$ cat src/rtl/lfsr_arbiter_if.sv
// Requester-side bus of lfsr_arbiter: requests, reseed strobe, grants and status.
interface lfsr_arbiter_if #(
  parameter int NREQ  = 4,
  parameter int WIDTH = 26
);
  logic [NREQ-1:0] req;
  logic            seed_wr;
  logic [1:WIDTH]  seed_in;
  logic [NREQ-1:0] gnt;
  logic            rand_vld;
  logic [1:WIDTH]  rand_out;
  logic            busy;
  logic            seed_err;
  logic            lockup;

  modport master (output req, seed_wr, seed_in,
                  input  gnt, rand_vld, rand_out, busy, seed_err, lockup);
  modport slave  (input  req, seed_wr, seed_in,
                  output gnt, rand_vld, rand_out, busy, seed_err, lockup);
endinterface

$ cat src/rtl/lfsr_arbiter.sv
// Seeds a shared LFSR, waits WARMUP cycles, then hands out its state by round-robin grant.
// Optional LFSR all-zero lock-up recovery: define LFSR_ARB_LOCKUP_DET_EN.
module lfsr_arbiter #(
  parameter int             NREQ         = 4,
  parameter int             WIDTH        = 26,
  parameter int             WARMUP       = 8,
  parameter logic [1:WIDTH] DEFAULT_SEED = WIDTH'(26'h2F1112D)
) (
  input  logic                clk,
  input  logic                rst_n,
  lfsr_arbiter_if.slave       bus,
  output logic                lfsr_load,
  output logic [1:WIDTH]      lfsr_din,
  input  logic [1:WIDTH]      lfsr_q
);
  localparam int PW = $clog2(NREQ);

  typedef enum logic [1:0] {S_LOAD, S_WARM, S_SERVE} state_t;

  state_t          r_state, w_next;
  logic [7:0]      r_wcnt;
  logic [1:WIDTH]  r_seed;
  logic [PW-1:0]   r_ptr, w_idx, w_ptr_nxt;
  logic            w_hit, w_lock;
  logic [NREQ-1:0] r_gnt;
  logic            r_vld, r_seed_err;
  logic [1:WIDTH]  r_rand;

`ifdef LFSR_ARB_LOCKUP_DET_EN
  logic r_lockup;
  // An all-zero LFSR never leaves zero; reseed from the default instead.
  assign w_lock     = (r_state != S_LOAD) && (lfsr_q == '0) && !bus.seed_wr;
  assign bus.lockup = r_lockup;
  always_ff @(posedge clk) begin
    if (!rst_n) r_lockup <= 1'b0;
    else        r_lockup <= w_lock;
  end
`else
  assign w_lock     = 1'b0;
  assign bus.lockup = 1'b0;
`endif

  always_ff @(posedge clk) begin
    if (!rst_n) r_state <= S_LOAD;
    else        r_state <= w_next;
  end

  always_comb begin
    w_next = r_state;
    if (bus.seed_wr || w_lock) w_next = S_LOAD;
    else begin
      case (r_state)
        S_LOAD:  w_next = (WARMUP == 0) ? S_SERVE : S_WARM;
        S_WARM:  w_next = (r_wcnt == 8'(WARMUP - 1)) ? S_SERVE : S_WARM;
        default: w_next = S_SERVE;
      endcase
    end
  end

  always_comb begin
    lfsr_load = (r_state == S_LOAD);
    lfsr_din  = lfsr_load ? r_seed : '0;
    bus.busy  = (r_state != S_SERVE);
  end

  // Rotating priority search: first set request at or above r_ptr, wrapping.
  always_comb begin
    int j;
    j     = 0;
    w_hit = 1'b0;
    w_idx = '0;
    for (int k = 0; k < NREQ; k++) begin
      j = int'(r_ptr) + k;
      if (j >= NREQ) j = j - NREQ;
      if (!w_hit && bus.req[j]) begin
        w_hit = 1'b1;
        w_idx = PW'(j);
      end
    end
    w_ptr_nxt = (w_idx == PW'(NREQ - 1)) ? '0 : w_idx + 1'b1;
  end

  always_ff @(posedge clk) begin
    if (!rst_n) r_wcnt <= '0;
    else if (r_state == S_WARM && w_next == S_WARM) r_wcnt <= r_wcnt + 8'd1;
    else r_wcnt <= '0;
  end

  always_ff @(posedge clk) begin
    if (!rst_n) begin
      r_seed     <= DEFAULT_SEED;
      r_ptr      <= '0;
      r_gnt      <= '0;
      r_vld      <= 1'b0;
      r_rand     <= '0;
      r_seed_err <= 1'b0;
    end else begin
      r_gnt      <= '0;
      r_vld      <= 1'b0;
      r_seed_err <= 1'b0;
      if (bus.seed_wr) begin
        r_seed     <= (bus.seed_in == '0) ? DEFAULT_SEED : bus.seed_in;
        r_seed_err <= (bus.seed_in == '0);
      end else if (w_lock) begin
        r_seed <= DEFAULT_SEED;
      end else if (r_state == S_SERVE && w_hit) begin
        r_gnt  <= NREQ'(1) << w_idx;
        r_vld  <= 1'b1;
        r_rand <= lfsr_q;
        r_ptr  <= w_ptr_nxt;
      end
    end
  end

  assign bus.gnt      = r_gnt;
  assign bus.rand_vld = r_vld;
  assign bus.rand_out = r_rand;
  assign bus.seed_err = r_seed_err;
endmodule

$ cat src/flat_wrapper.sv
// flat-port wrapper written by rule: the top's interface ports become plain ports
module lfsr_arbiter_flat 
#(
  parameter int             NREQ         = 4,
  parameter int             WIDTH        = 26,
  parameter int             WARMUP       = 8,
  parameter logic [1:WIDTH] DEFAULT_SEED = WIDTH'(26'h2F1112D)
)
  (clk, rst_n, lfsr_load, lfsr_din, lfsr_q, bus_req, bus_seed_wr, bus_seed_in, bus_gnt, bus_rand_vld, bus_rand_out, bus_busy, bus_seed_err, bus_lockup);
  lfsr_arbiter_if #(.NREQ(NREQ), .WIDTH(WIDTH)) bus_i ();
  input  logic clk;
  input  logic rst_n;
  output logic lfsr_load;
  output logic [1:WIDTH] lfsr_din;
  input  logic [1:WIDTH] lfsr_q;
  input wire logic [$bits(bus_i.req)-1:0] bus_req;
  input wire logic [$bits(bus_i.seed_wr)-1:0] bus_seed_wr;
  input wire logic [$bits(bus_i.seed_in)-1:0] bus_seed_in;
  output wire logic [$bits(bus_i.gnt)-1:0] bus_gnt;
  output wire logic [$bits(bus_i.rand_vld)-1:0] bus_rand_vld;
  output wire logic [$bits(bus_i.rand_out)-1:0] bus_rand_out;
  output wire logic [$bits(bus_i.busy)-1:0] bus_busy;
  output wire logic [$bits(bus_i.seed_err)-1:0] bus_seed_err;
  output wire logic [$bits(bus_i.lockup)-1:0] bus_lockup;
  assign bus_i.req = bus_req;
  assign bus_i.seed_wr = bus_seed_wr;
  assign bus_i.seed_in = bus_seed_in;
  assign bus_gnt = bus_i.gnt;
  assign bus_rand_vld = bus_i.rand_vld;
  assign bus_rand_out = bus_i.rand_out;
  assign bus_busy = bus_i.busy;
  assign bus_seed_err = bus_i.seed_err;
  assign bus_lockup = bus_i.lockup;
  lfsr_arbiter #(.NREQ(NREQ), .WIDTH(WIDTH), .WARMUP(WARMUP), .DEFAULT_SEED(DEFAULT_SEED)) u_core (.clk(clk), .rst_n(rst_n), .bus(bus_i), .lfsr_load(lfsr_load), .lfsr_din(lfsr_din), .lfsr_q(lfsr_q));
endmodule
$ cat config.mk
export PLATFORM = sky130hd
export DESIGN_NAME = lfsr_arbiter_flat
export DESIGN_NICKNAME = d
export VERILOG_FILES = /design/src/rtl/lfsr_arbiter_if.sv /design/src/rtl/lfsr_arbiter.sv /design/src/flat_wrapper.sv
export SDC_FILE = /design/constraint.sdc
export NUM_CORES = 1
export LEC_CHECK = 0
export BUFFER_PORTS_ARGS = -buffer_cell sky130_fd_sc_hd__clkbuf_2
export CORE_ASPECT_RATIO = 0.75
export CORE_MARGIN = 1.5
export CORE_UTILIZATION = 23
export CTS_CLUSTER_SIZE = 30
export DETAILED_ROUTE_END_ITERATION = 7
export GPL_TIMING_DRIVEN = 1
export MAX_ROUTING_LAYER = met4
export PLACE_DENSITY = 0.52
export SLEW_MARGIN = 40
export SYNTH_ARGS = -nofsm -noshare
export SYNTH_HDL_FRONTEND = slang
export SYNTH_SLANG_ARGS = --single-unit
$ cat constraint.sdc
create_clock -name clk -period 1.9 [get_ports clk]
set_input_delay 0.38 -clock clk [delete_from_list [all_inputs] [get_ports clk]]
set_output_delay 0.38 -clock clk [all_outputs]
set_load 0.01 [all_outputs]
## Yosys cells after proc, flatten, opt, wreduce, memory -nomap -nowiden

Index checks and enable logic that the tools add are counted.

| operators by class | value |
|---|---|
| reductions and logical operators | 15 |
| equal/unequal tests | 6 |
| shifts and indexed selects | 1 |
| multiplexer cells | 31 |
| bitwise logic cells | 3 |
| add/subtract/negate cells | 9 |
| magnitude comparators | 8 |

Operator list:

| cell | number |
|---|---|
| 32-bit by 4-bit less-than comparator with 1-bit output, second input constant | 4 |
| 32-bit 2-to-1 mux | 4 |
| 32-bit by 4-bit greater-or-equal comparator with 1-bit output, second input constant | 3 |
| 32-bit by 4-bit subtractor with 32-bit output, second input constant | 3 |
| 26-bit 2-to-1 mux | 2 |
| 26-bit logical NOT | 1 |
| 2-bit 2-to-1 mux | 7 |
| 1-bit 2-to-1 mux | 13 |
| 8-bit by 1-bit adder with 8-bit output, second input constant | 1 |
| 1-bit binary-select mux with 2-bit select | 4 |
| 8-bit by 3-bit equality test with 1-bit output, second input constant | 1 |
| 2-bit by 2-bit adder with 3-bit output, second input constant | 2 |
| 2-bit AND reduction | 3 |
| 1-bit logical AND | 5 |
| 2-bit by 1-bit equality test with 1-bit output, second input constant | 2 |
| 2-bit equality test, second input constant | 2 |
| 2-bit one-hot mux with 2 select lines | 1 |
| 1-bit by 2-bit left shift with 4-bit output, first input constant | 1 |
| 2-bit by 3-bit subtractor with 4-bit output, second input constant | 1 |
| 2-bit by 1-bit adder with 3-bit output, second input constant | 1 |
| 2-bit by 3-bit greater-or-equal comparator with 1-bit output, second input constant | 1 |
| 1-bit logical NOT | 3 |
| 1-bit inverter | 3 |
| 3-bit OR reduction | 1 |
| 4 further kinds | 4 |

| word-level totals | value |
|---|---|
| word-level logic and storage cells | 81 |
| register bits | 70 |

## Depth between registers and ports, before layout

Gate-level depths: netlist of run 1.

| depth | value |
|---|---|
| depth in word-level cells | 18 |
| depth in mapped cells | 6 |

## Worst setup path before layout of run 1

No wires, ideal clock.

| timing | value |
|---|---|
| path type | flip-flop to output port |
| start point | register u_core.r_state[1] |
| end point | output port lfsr_din[17] in the netlist's numbering |
| buffers on the path | 1 |
| arrival time | 1065 ps |
| setup slack | 455 ps |
| cell stages (with the launch flop) | 4 |
| cells stage by stage | dfxtp_1 > nor2_1 > clkbuf_1 > and2_1 |

| on the way | value |
|---|---|
| longest elaborated chain between the ends | 2 |

Ends and longest elaborated chain:

| what | line | RTL |
|---|---|---|
| start, declared | lfsr_arbiter.sv:20 | `state_t r_state, w_next;` |
| start signal, assigned | lfsr_arbiter.sv:45 | `else r_state <= w_next;` |
| 2-bit logical NOT | lfsr_arbiter.sv:61 | `lfsr_load = (r_state == S_LOAD);` |
| named net lfsr_load | flat_wrapper.sv:13 | `output logic lfsr_load;` |
| 26-bit 2-to-1 mux | lfsr_arbiter.sv:62 | `lfsr_din = lfsr_load ? r_seed : '0;` |
| end, declared | flat_wrapper.sv:14 | `output logic [1:WIDTH] lfsr_din;` |

The timed path passes the listed nets, and every way through them passes these cells.

## Final worst setup path of run 1

| timing | value |
|---|---|
| start point | register u_core.r_state[0] |
| end point | output port lfsr_din[11] in the netlist's numbering |

| on the way | value |
|---|---|
| longest elaborated chain between the ends | 2 |

Ends and longest elaborated chain:

| what | line |
|---|---|
| 2-bit logical NOT | lfsr_arbiter.sv:61 |
| 26-bit 2-to-1 mux | lfsr_arbiter.sv:62 |

Every way passes these cells.

==> results of run 1 <==
==> metrics by stage <==
step                std cells  util (%)  hold slack [ns]
finish                    619      32.5            0.274
detailed placement        604      30.2            0.439
CTS                       619      32.5            0.257
floorplan                 329         -            0.413
global route              619      32.5            0.275
global placement          603      30.1            0.425
==> state kept, by name, summed over array words and instances, names as in the netlist <==
| name | count |
|---|---|
| u_core.bus.seed_err | 1 |
| u_core.r_seed | 26 |
| u_core.r_state | 2 |
| u_core.r_wcnt | 8 |
| u_core.bus.gnt | 4 |
| u_core.r_ptr | 2 |
| u_core.bus.rand_out | 26 |
| u_core.bus.rand_vld | 1 |
==> worst max-delay path by stage <==
stage                           start           endpoint  slack, ns  cells after the start
global route        u_core.r_state[0]       lfsr_din[18]       0.02                      5
finish              u_core.r_state[0]       lfsr_din[11]       0.14                      5
detailed placement    bus_seed_in[12]   u_core.r_seed[5]       0.19                      7
global placement           bus_req[2]  u_core.bus.gnt[3]      -0.16                      7
CTS                 u_core.r_state[0]       lfsr_din[23]       0.06                      5
floorplan           u_core.r_state[1]       lfsr_din[17]       0.45                      3
==> report_power, final <==
part           total (mW)  internal (mW)  switching [mW]
sequential           1.52           1.50          0.0141
clock                1.61           1.01           0.607
combinational       0.301          0.152           0.149
total                3.43           2.66           0.769
==> cells by family after synthesis <==
| kind of cell | Yosys count | share of synthesized area [%] |
|---|---|---|
| AO/OA/AOI/OAI | 47 | 11.4 |
| other | 1 | 0.128 |
| multiplexers | 14 | 4.77 |
| adder cells (fa/ha/maj) | 1 | 0.425 |
| flip-flops | 70 | 47.7 |
| AND/OR/NAND/NOR | 164 | 29.3 |
| XOR/XNOR | 7 | 2.09 |
| buffers and inverters | 25 | 4.21 |
==> area by class of cell <==
| class | instances | area (µm²) |
|---|---|---|
| fillers | 1311 | 8360 |
| inverters | 3 | 11.3 |
| clock inverters | 4 | 48.8 |
| flip-flops and latches | 70 | 1400 |
| clock buffers | 11 | 233 |
| multi-input cells | 234 | 1420 |
| well taps | 166 | 208 |
| repair buffers | 131 | 708 |
==> layer usage <==
metal / track usage, % / vias up / routed length (µm)
li1: - / 1337 / -
met1: 14.7 / 1168 / 3780
met2: 16.9 / 61 / 3200
met3: 3.42 / 9 / 335
met4: 3.34 / 0 / 67
met5: - / - / 0
==> worst min-delay path, delay by kind of cell <==
family	cells	cell delay (ns)
AND/OR/NAND/NOR	1	0.04
buffers and inverters	1	0.08
AO/OA/AOI/OAI	1	0.05
==> layout by cell type (no fill, tap or decap), drive strengths merged, types with 3 or more instances in the layout <==
| cell type | count |
|---|---|
| clkbuf | 129 |
| dfxtp | 70 |
| nand2 | 55 |
| and2 | 26 |
| a21boi | 26 |
| nor2 | 24 |
| nor2b | 16 |
| nor3b | 15 |
| mux2i | 14 |
| o21ai | 13 |
| buf | 13 |
| nor4 | 7 |
| nand3 | 5 |
| a21oi | 4 |
| xor2 | 4 |
| and3 | 4 |
| nand2b | 3 |
| inv | 3 |
| xnor2 | 3 |
| clkinv | 3 |
| nor3 | 3 |
==> flow_metrics.tcl, run 1 <==
set metrics [dict create \
    required_ns 1.52 \
    setup_viol 0 \
    overflow 0 \
    stdcell_area_um2 4030 \
    fin_ws_ns 0.137 \
    crit_chain "buf_4 > nor2_1 > buf_6 > and2_1 > clkbuf_2" \
    initial_utilization_pct 23.7 \
    timing.critical_path.buf_inv 3 \
    tns_ns 0 \
    synth_common_cells "70 x dfxtp_1, 55 x nand2_1, 26 x and2_1, 23 x nor2_1, 20 x a21boi_1" \
    cts_hold_buffers 0 \
    cp-end-kind "output port" \
    drv_cap 0 \
    die_x_um 134 \
    synth.area.top_cells "dfxtp_1 48%, nand2_1 7.0%, and2_1 5.5%" \
    core_um2 12400 \
    crit_type "reg2out" \
    finalClockSkew_ns 0.00710 \
    postCtsSetupBuffers 0 \
    hold_end "u_core.bus.rand_out[3]" \
    first_global_vias 2448 \
    total_power_mw 3.43 \
    wl_um 7390 \
    worstHoldPathType "in2reg" \
    synth_top_cell_by_area "dfxtp_1" \
    drt_iter0_drc 100 \
    portBuffers 118 \
    ys_ff_latch 70 \
    yosysWarnings 0 \
    post-place-ws_ns 0.192 \
    power.density_nw_per_um2 851 \
    synth_most_common_cell "dfxtp_1" \
    cts_root_buffer "clkbuf_16" \
    antenna_found_initial 0 \
    status "completed" \
    min_path_cells 3 \
    num-nets-final 509 \
    critPathMaxStageDelay_ns 0.30 \
    drtAntennaViolNets 0 \
    maxSlewHeadroom_pct 60.2 \
    diodes 0 \
    synth_edf_count 0 \
    grt_usage_pct 11.3 \
    crit_fanout 27 \
    drive_above_1_share_pct 33.3 \
    via_per_inst 4.16 \
    area_delta_synth_final_pct 37.1 \
    dr.pass1.iters 4 \
    r2r_cells 5 \
    finalCritPeriodShare_pct 92.8 \
    p_leak_nw 1.76 \
    io_pins 120 \
    hp-start "lfsr_q[3]" \
    path_delay_family "buffers and inverters" \
    timing.rr.start "u_core.r_state[0]" \
    synth_top_area_share_pct 47.7 \
    cts_made_buffers 9 \
    rsz0062_at_grt "false" \
    synth_area_per_cell_um2 8.94 \
    synthCells 329 \
    cts_resized 0 \
    yosysUniqueCellTypes 39 \
    grt_max_degree 44 \
    clk_latency_ns 0.32 \
    slew_violations 0 \
    r2r_setup_slack_ns 0.31 \
    irDropWorstVdd_v 0.000378 \
    fmax_mhz 567 \
    place_area_um2 3750 \
    dieArea_um2 13500 \
    synthFlopType "dfxtp_1" \
    dp_hpwl_um 5390 \
    clk_pin_slew_ns 0.06 \
    min_period_ns 1.76 \
    grt_pass1_wl_um 11700 \
    ys_seq_area_share_pct 47.7 \
    routed-via-count 2575 \
    place.gp.congestion 0.729 \
    final-hold-violation-count 0 \
    cts_tree "done" \
    async_flop_share_pct 0 \
    r2r_end "u_core.bus.rand_out[12]" \
    htree_num_levels 3 \
    crit_slowest_cell "dfxtp_1" \
    synthesis.area_um2 2940 \
    arrival_ns 1.38 \
    startpoint_type "flop" \
    clock_path_buffers 2 \
    synth_fp_nets 389 \
    placementRows 35 \
    wl_per_cell_um 11.9 \
    drc_errors 0 \
    dieHeight_um 101 \
    cts_sinks 70 \
    tightest_slew_ns 0.594 \
]
(Power assumes the default switching activity.)
==> inputs of run 2 (changes only) <==
--- a/config.mk
+++ b/config.mk
@@ -5,6 +5,7 @@
 export SDC_FILE = /design/constraint.sdc
 export NUM_CORES = 1
 export LEC_CHECK = 0
+export ABC_AREA = 1
 export BUFFER_PORTS_ARGS = -buffer_cell sky130_fd_sc_hd__clkbuf_2
 export CORE_ASPECT_RATIO = 0.75
 export CORE_MARGIN = 1.5
@@ -12,6 +13,7 @@
 export CTS_CLUSTER_SIZE = 30
 export DETAILED_ROUTE_END_ITERATION = 7
 export GPL_TIMING_DRIVEN = 1
+export HOLD_SLACK_MARGIN = 0.15
 export MAX_ROUTING_LAYER = met4
 export PLACE_DENSITY = 0.52
 export SLEW_MARGIN = 40
==> run 2 against run 1 <==
Maximum frequency shrank 2.1%. Sequential cell count stayed put. Combinational power is 34% higher. Critical endpoint is now lfsr_din[13]. Highest routed layer unchanged.
==> flow_metrics.tcl, run 2 <==
set metrics [dict create \
    dieHeight_um 101 \
    grt_usage_pct 12.3 \
    postCtsSetupBuffers 0 \
    stdcell_area_um2 4080 \
    yosysUniqueCellTypes 32 \
    wl_per_cell_um 11.5 \
    via_per_inst 4.17 \
    yosysWarnings 0 \
    crit_chain "nor2_1 > clkinv_1 > buf_6 > nor2_1 > clkbuf_2" \
    num-nets-final 588 \
    place.gp.congestion 0.823 \
    dp_hpwl_um 5870 \
    path_delay_family "buffers and inverters" \
    timing.critical_path.buf_inv 3 \
    wl_um 8050 \
    tightest_slew_ns 0.541 \
    core_um2 12400 \
    setup_viol 0 \
    synth_common_cells "98 x nor2_1, 70 x dfxtp_1, 61 x inv_1, 54 x nand2_1, 25 x o21ai_0" \
    die_x_um 134 \
    clk_pin_slew_ns 0.06 \
    synthFlopType "dfxtp_1" \
    cts_root_buffer "clkbuf_16" \
    crit_slowest_cell "dfxtp_1" \
    arrival_ns 1.42 \
    final_common_cell "clkbuf_2" \
    synth_top_cell_by_area "dfxtp_1" \
    irDropWorstVdd_v 0.000438 \
    synth_edf_count 0 \
    power.density_nw_per_um2 938 \
    ys_ff_latch 70 \
    cts_made_buffers 9 \
    antenna_found_initial 0 \
    synth_area_per_cell_um2 7.27 \
    crit_fanout 27 \
    synth_fp_nets 467 \
    synth-compound-area-share_pct 11.8 \
    final-hold-violation-count 0 \
    synth_most_common_cell "nor2_1" \
    cts_sinks 70 \
    drc_errors 0 \
    crit_top_cell "nor2_1" \
    slew_violations 0 \
    initial_utilization_pct 23.9 \
    finalCritPeriodShare_pct 94.7 \
    ys_seq_area_share_pct 47.4 \
    synthCells 407 \
    drt_iter0_drc 111 \
    startpoint_type "flop" \
    first_global_vias 2757 \
    cts_tree "done" \
    crit_type "reg2out" \
    worstHoldPathType "in2reg" \
    maxSlewHeadroom_pct 63.9 \
    grt_max_degree 30 \
    clk_latency_ns 0.32 \
    final_cell_mix "118 x clkbuf_2, 96 x nor2_1, 70 x dfxtp_1, 61 x inv_1, 54 x nand2_1" \
    htree_num_levels 3 \
    portBuffers 118 \
    critPathMaxStageDelay_ns 0.32 \
    tns_ns 0 \
    dr.pass1.iters 4 \
    total_power_mw 3.83 \
    placementRows 35 \
    synthesis.area_um2 2960 \
    place_area_um2 3730 \
    fmax_mhz 555 \
    dpl.cell_count 683 \
    grt_pass1_wl_um 12700 \
    routed-via-count 2912 \
    diodes 0 \
    overflow 0 \
    p_leak_nw 2.01 \
    required_ns 1.52 \
    drtAntennaViolNets 0 \
    yosys.area_share.simple_pct 27.6 \
    area_delta_synth_final_pct 37.9 \
    cp-end-kind "output port" \
    synth.area.top_cells "dfxtp_1 47%, nor2_1 12%, inv_1 7.7%" \
    min_period_ns 1.80 \
    drive_above_1_share_pct 30.2 \
    synth_fa_ha_area_share_pct 0.423 \
    clock_path_buffers 2 \
    dieArea_um2 13600 \
    finalClockSkew_ns 0.00649 \
    synth_top_area_share_pct 47.4 \
    cts_resized 0 \
    synthXorXnorAreaFrac_pct 0.592 \
    status "completed" \
    synthMuxAreaShare_pct 0 \
    synth_top_family_by_area "simple AND/OR/NAND/NOR gates" \
    stdcell_count 699 \
    async_flop_share_pct 0 \
    io_pins 120 \
    cts_hold_buffers 0 \
    drv_cap 0 \
]
-- run 2: logic make-up after synthesis --
family                     after synthesis
xor gates and xnor gates                 2
adders and majority gates                1
DFF                                     70
AOI/OAI and AO/OA                       59
other                                    1
and+or+nand+nor                        192
buffers and inverters                   82
-- run 2: layout make-up --
| cell class | count | area (µm²) |
|---|---|---|
| clock buffers | 9 | 225 |
| clock inverters | 7 | 113 |
| fillers | 1330 | 8310 |
| inverters | 65 | 244 |
| multi-input cells | 255 | 1200 |
| flip-flops and latches | 70 | 1400 |
| well taps | 166 | 208 |
| repair buffers | 127 | 687 |
-- run 2: through the flow --
| stage | util [%] | hold WS, ns | worst slack (ns) |
|---|---|---|---|
| 3_5_place_dp | 30.1 | 0.440 | 0.242 |
| 5_1_grt | 32.9 | 0.283 | -0.0105 |
| 2_1_floorplan | - | 0.418 | 0.351 |
| 4_1_cts | 32.9 | 0.273 | 0.0810 |
| 3_3_place_gp | 30.1 | 0.429 | 0.273 |
| 6_report | 32.9 | 0.284 | 0.0998 |
-- run 2: final timing paths --
check                    start                 endpoint  slack, ns  cells after the start
max          u_core.r_state[1]             lfsr_din[13]        0.1                      5
max reg2reg    u_core.r_ptr[0]  u_core.bus.rand_out[26]       0.24                     11
min             bus_seed_in[7]        u_core.r_seed[19]       0.28                      3
min reg2reg   u_core.r_seed[5]         u_core.r_seed[5]       0.45                      2
-- run 2: per-layer routing --
layer	share of wire (%)	GRT usage (%)	routed length (µm)
met5	0	-	0
met4	1.5	3.60	121
met3	8.0	3.90	645
met2	43	19.5	3450
met1	48	15.1	3830
-- run 2: worst register-to-register path, delay by kind of cell (launching register included) --
kind | cells | cell delay, ns
compound gates | 1 | 0.21
buf+inv | 2 | 0.36
flops | 1 | 0.34
simple gates | 8 | 0.64
-- run 2: where the power goes --
group / internal [mW] / switching, mW / total [mW] / leakage (nW)
clock network: 1.27 / 0.619 / 1.89 / 0.165
logic: 0.160 / 0.243 / 0.402 / 1.27
registers: 1.52 / 0.0157 / 1.53 / 0.570
==> inputs of run 3 (changes only) <==
--- a/config.mk
+++ b/config.mk
@@ -14,8 +14,8 @@
 export DETAILED_ROUTE_END_ITERATION = 7
 export GPL_TIMING_DRIVEN = 1
 export HOLD_SLACK_MARGIN = 0.15
-export MAX_ROUTING_LAYER = met4
-export PLACE_DENSITY = 0.52
+export PLACE_DENSITY = 0.47
+export SETUP_SLACK_MARGIN = 0.02
 export SLEW_MARGIN = 40
 export SYNTH_ARGS = -nofsm -noshare
 export SYNTH_HDL_FRONTEND = slang
==> run 3 against run 2 <==
Register-to-register slack got worse by 0.03 ns. Sequential cell count unchanged. Final cell count unchanged. Maximum frequency increased by 3.1%. Wire length decreased by 1.1%. Critical endpoint is now lfsr_din[10].
==> flow_metrics.tcl, run 3 (same netlist as run 2, synthesis figures left out) <==
set metrics [dict create \
    r2r_cells 13 \
    power.density_nw_per_um2 879 \
    startpoint_type "flop" \
    critPathMaxStageDelay_ns 0.31 \
    cp-end-kind "output port" \
    fin_ws_ns 0.154 \
    routed-via-count 2886 \
    dp_hpwl_um 5900 \
    status "completed" \
    drv_cap 0 \
    post-place-ws_ns 0.122 \
    clk_latency_ns 0.32 \
    rsz0062_at_grt "false" \
    via_per_inst 4.13 \
    crit_type "reg2out" \
    slew_violations 0 \
    antenna_found_initial 0 \
    timing.rr.start "u_core.r_ptr[0]" \
    cts_hold_buffers 0 \
    crit_slowest_cell "dfxtp_1" \
    drc_errors 0 \
    initial_utilization_pct 23.9 \
    cts_root_buffer "clkbuf_16" \
    clock_path_buffers 2 \
    cts_tree "done" \
    tightest_slew_ns 0.531 \
    wl_um 7960 \
    crit_fanout 27 \
    core_um2 12400 \
    dieHeight_um 101 \
    cts_made_buffers 9 \
    cts_sinks 70 \
    crit_chain "nor2_1 > clkinv_1 > buf_6 > nor2_1 > clkbuf_2" \
    dr.pass1.iters 4 \
    tns_ns 0 \
    portBuffers 118 \
    worstHoldPathType "in2reg" \
    wl_per_cell_um 11.4 \
    grt_pass1_wl_um 12900 \
    clk_pin_slew_ns 0.06 \
    place.gp.congestion 0.868 \
    required_ns 1.52 \
    final_common_cell "clkbuf_2" \
    fill_cells 1334 \
    finalClockSkew_ns 0.00492 \
    min_path_cells 3 \
    r2r_setup_slack_ns 0.21 \
    die_x_um 134 \
    final_cell_mix "118 x clkbuf_2, 95 x nor2_1, 69 x dfxtp_1, 61 x inv_1, 54 x nand2_1" \
    diodes 0 \
    io_pins 120 \
    fmax_mhz 573 \
    drive_above_1_share_pct 30.2 \
    final-hold-violation-count 0 \
    area_delta_synth_final_pct 35.9 \
    maxSlewHeadroom_pct 64.6 \
    r2r_end "u_core.r_ptr[1]" \
    grt_usage_pct 12.0 \
    min_period_ns 1.75 \
    setup_viol 0 \
    finalCritPeriodShare_pct 91.9 \
    hold_end "u_core.r_seed[17]" \
    p_leak_nw 1.98 \
    overflow 0 \
    crit_top_cell "nor2_1" \
    first_global_vias 2763 \
    hp-start "bus_seed_in[9]" \
    irDropWorstVdd_v 0.000371 \
    htree_num_levels 3 \
    drt_iter0_drc 120 \
    grt_max_degree 28 \
    dieArea_um2 13600 \
    arrival_ns 1.37 \
    placementRows 35 \
    drtAntennaViolNets 0 \
    num-nets-final 588 \
]
==> run 3: power by group <==
part	internal [mW]	switching, mW	total, mW
Combinational	0.159	0.241	0.401
Clock	1.01	0.594	1.60
Sequential	1.52	0.0155	1.53
==> run 3: cell type report <==
type                            instances  area (µm²)  share of cell area [%]
Clock buffer                           11         233                    5.79
Clock inverter                          5        50.0                    1.24
Inverter                               65         244                    6.07
Multi-Input combinational cell        255        1200                    30.0
Sequential cell                        70        1400                    34.9
Tap cell                              166         208                    5.17
Timing Repair Buffer                  127         678                    16.9
==> run 3: worst max-delay path by stage <==
stage	start	endpoint	slack, ns	depth (start not counted)
floorplan	u_core.r_state[1]	lfsr_din[11]	0.35	4
global placement	u_core.r_ptr[1]	u_core.bus.rand_out[26]	0.12	11
detailed placement	u_core.r_ptr[1]	u_core.bus.rand_out[25]	0.12	11
CTS	u_core.r_state[1]	lfsr_din[14]	0.08	5
global route	u_core.r_ptr[0]	u_core.bus.rand_out[25]	0.03	10
finish	u_core.r_state[1]	lfsr_din[10]	0.15	5
==> run 3: worst max-delay path, delay by kind of cell (launching register included) <==
family                 cells  cell delay, ns
flip-flops                 1            0.31
buffers and inverters      3            0.42
AND/OR/NAND/NOR            2            0.29
==> run 3: per-stage QoR <==
stage               total power, mW  std cells  instance area [µm²]  util [%]  hold slack (ns)
floorplan                      1.79        407                 2960         -            0.418
global placement               1.96        683                 3720      30.0            0.430
detailed placement             1.96        683                 3720      30.0            0.440
CTS                            3.59        699                 4000      32.3            0.267
global route                   3.71        699                 4020      32.4            0.287
finish                         3.53        699                 4020      32.4            0.276
==> run 3: what timing repair did <==
item,CTS,global route
setup buffers,0,0
setup endpoints to repair,0,30
gates resized for setup,0,6
==> run 3: metal layers <==
| metal | track usage (%) | up-vias | share of wire (%) |
|---|---|---|---|
| met2 | 18.5 | 109 | 40 |
| met4 | 3.60 | 0 | 1.1 |
| met1 | 15.7 | 1246 | 51 |
| met5 | 0 | - | 0 |
| li1 | - | 1520 | - |
| met3 | 4.30 | 11 | 8.1 |
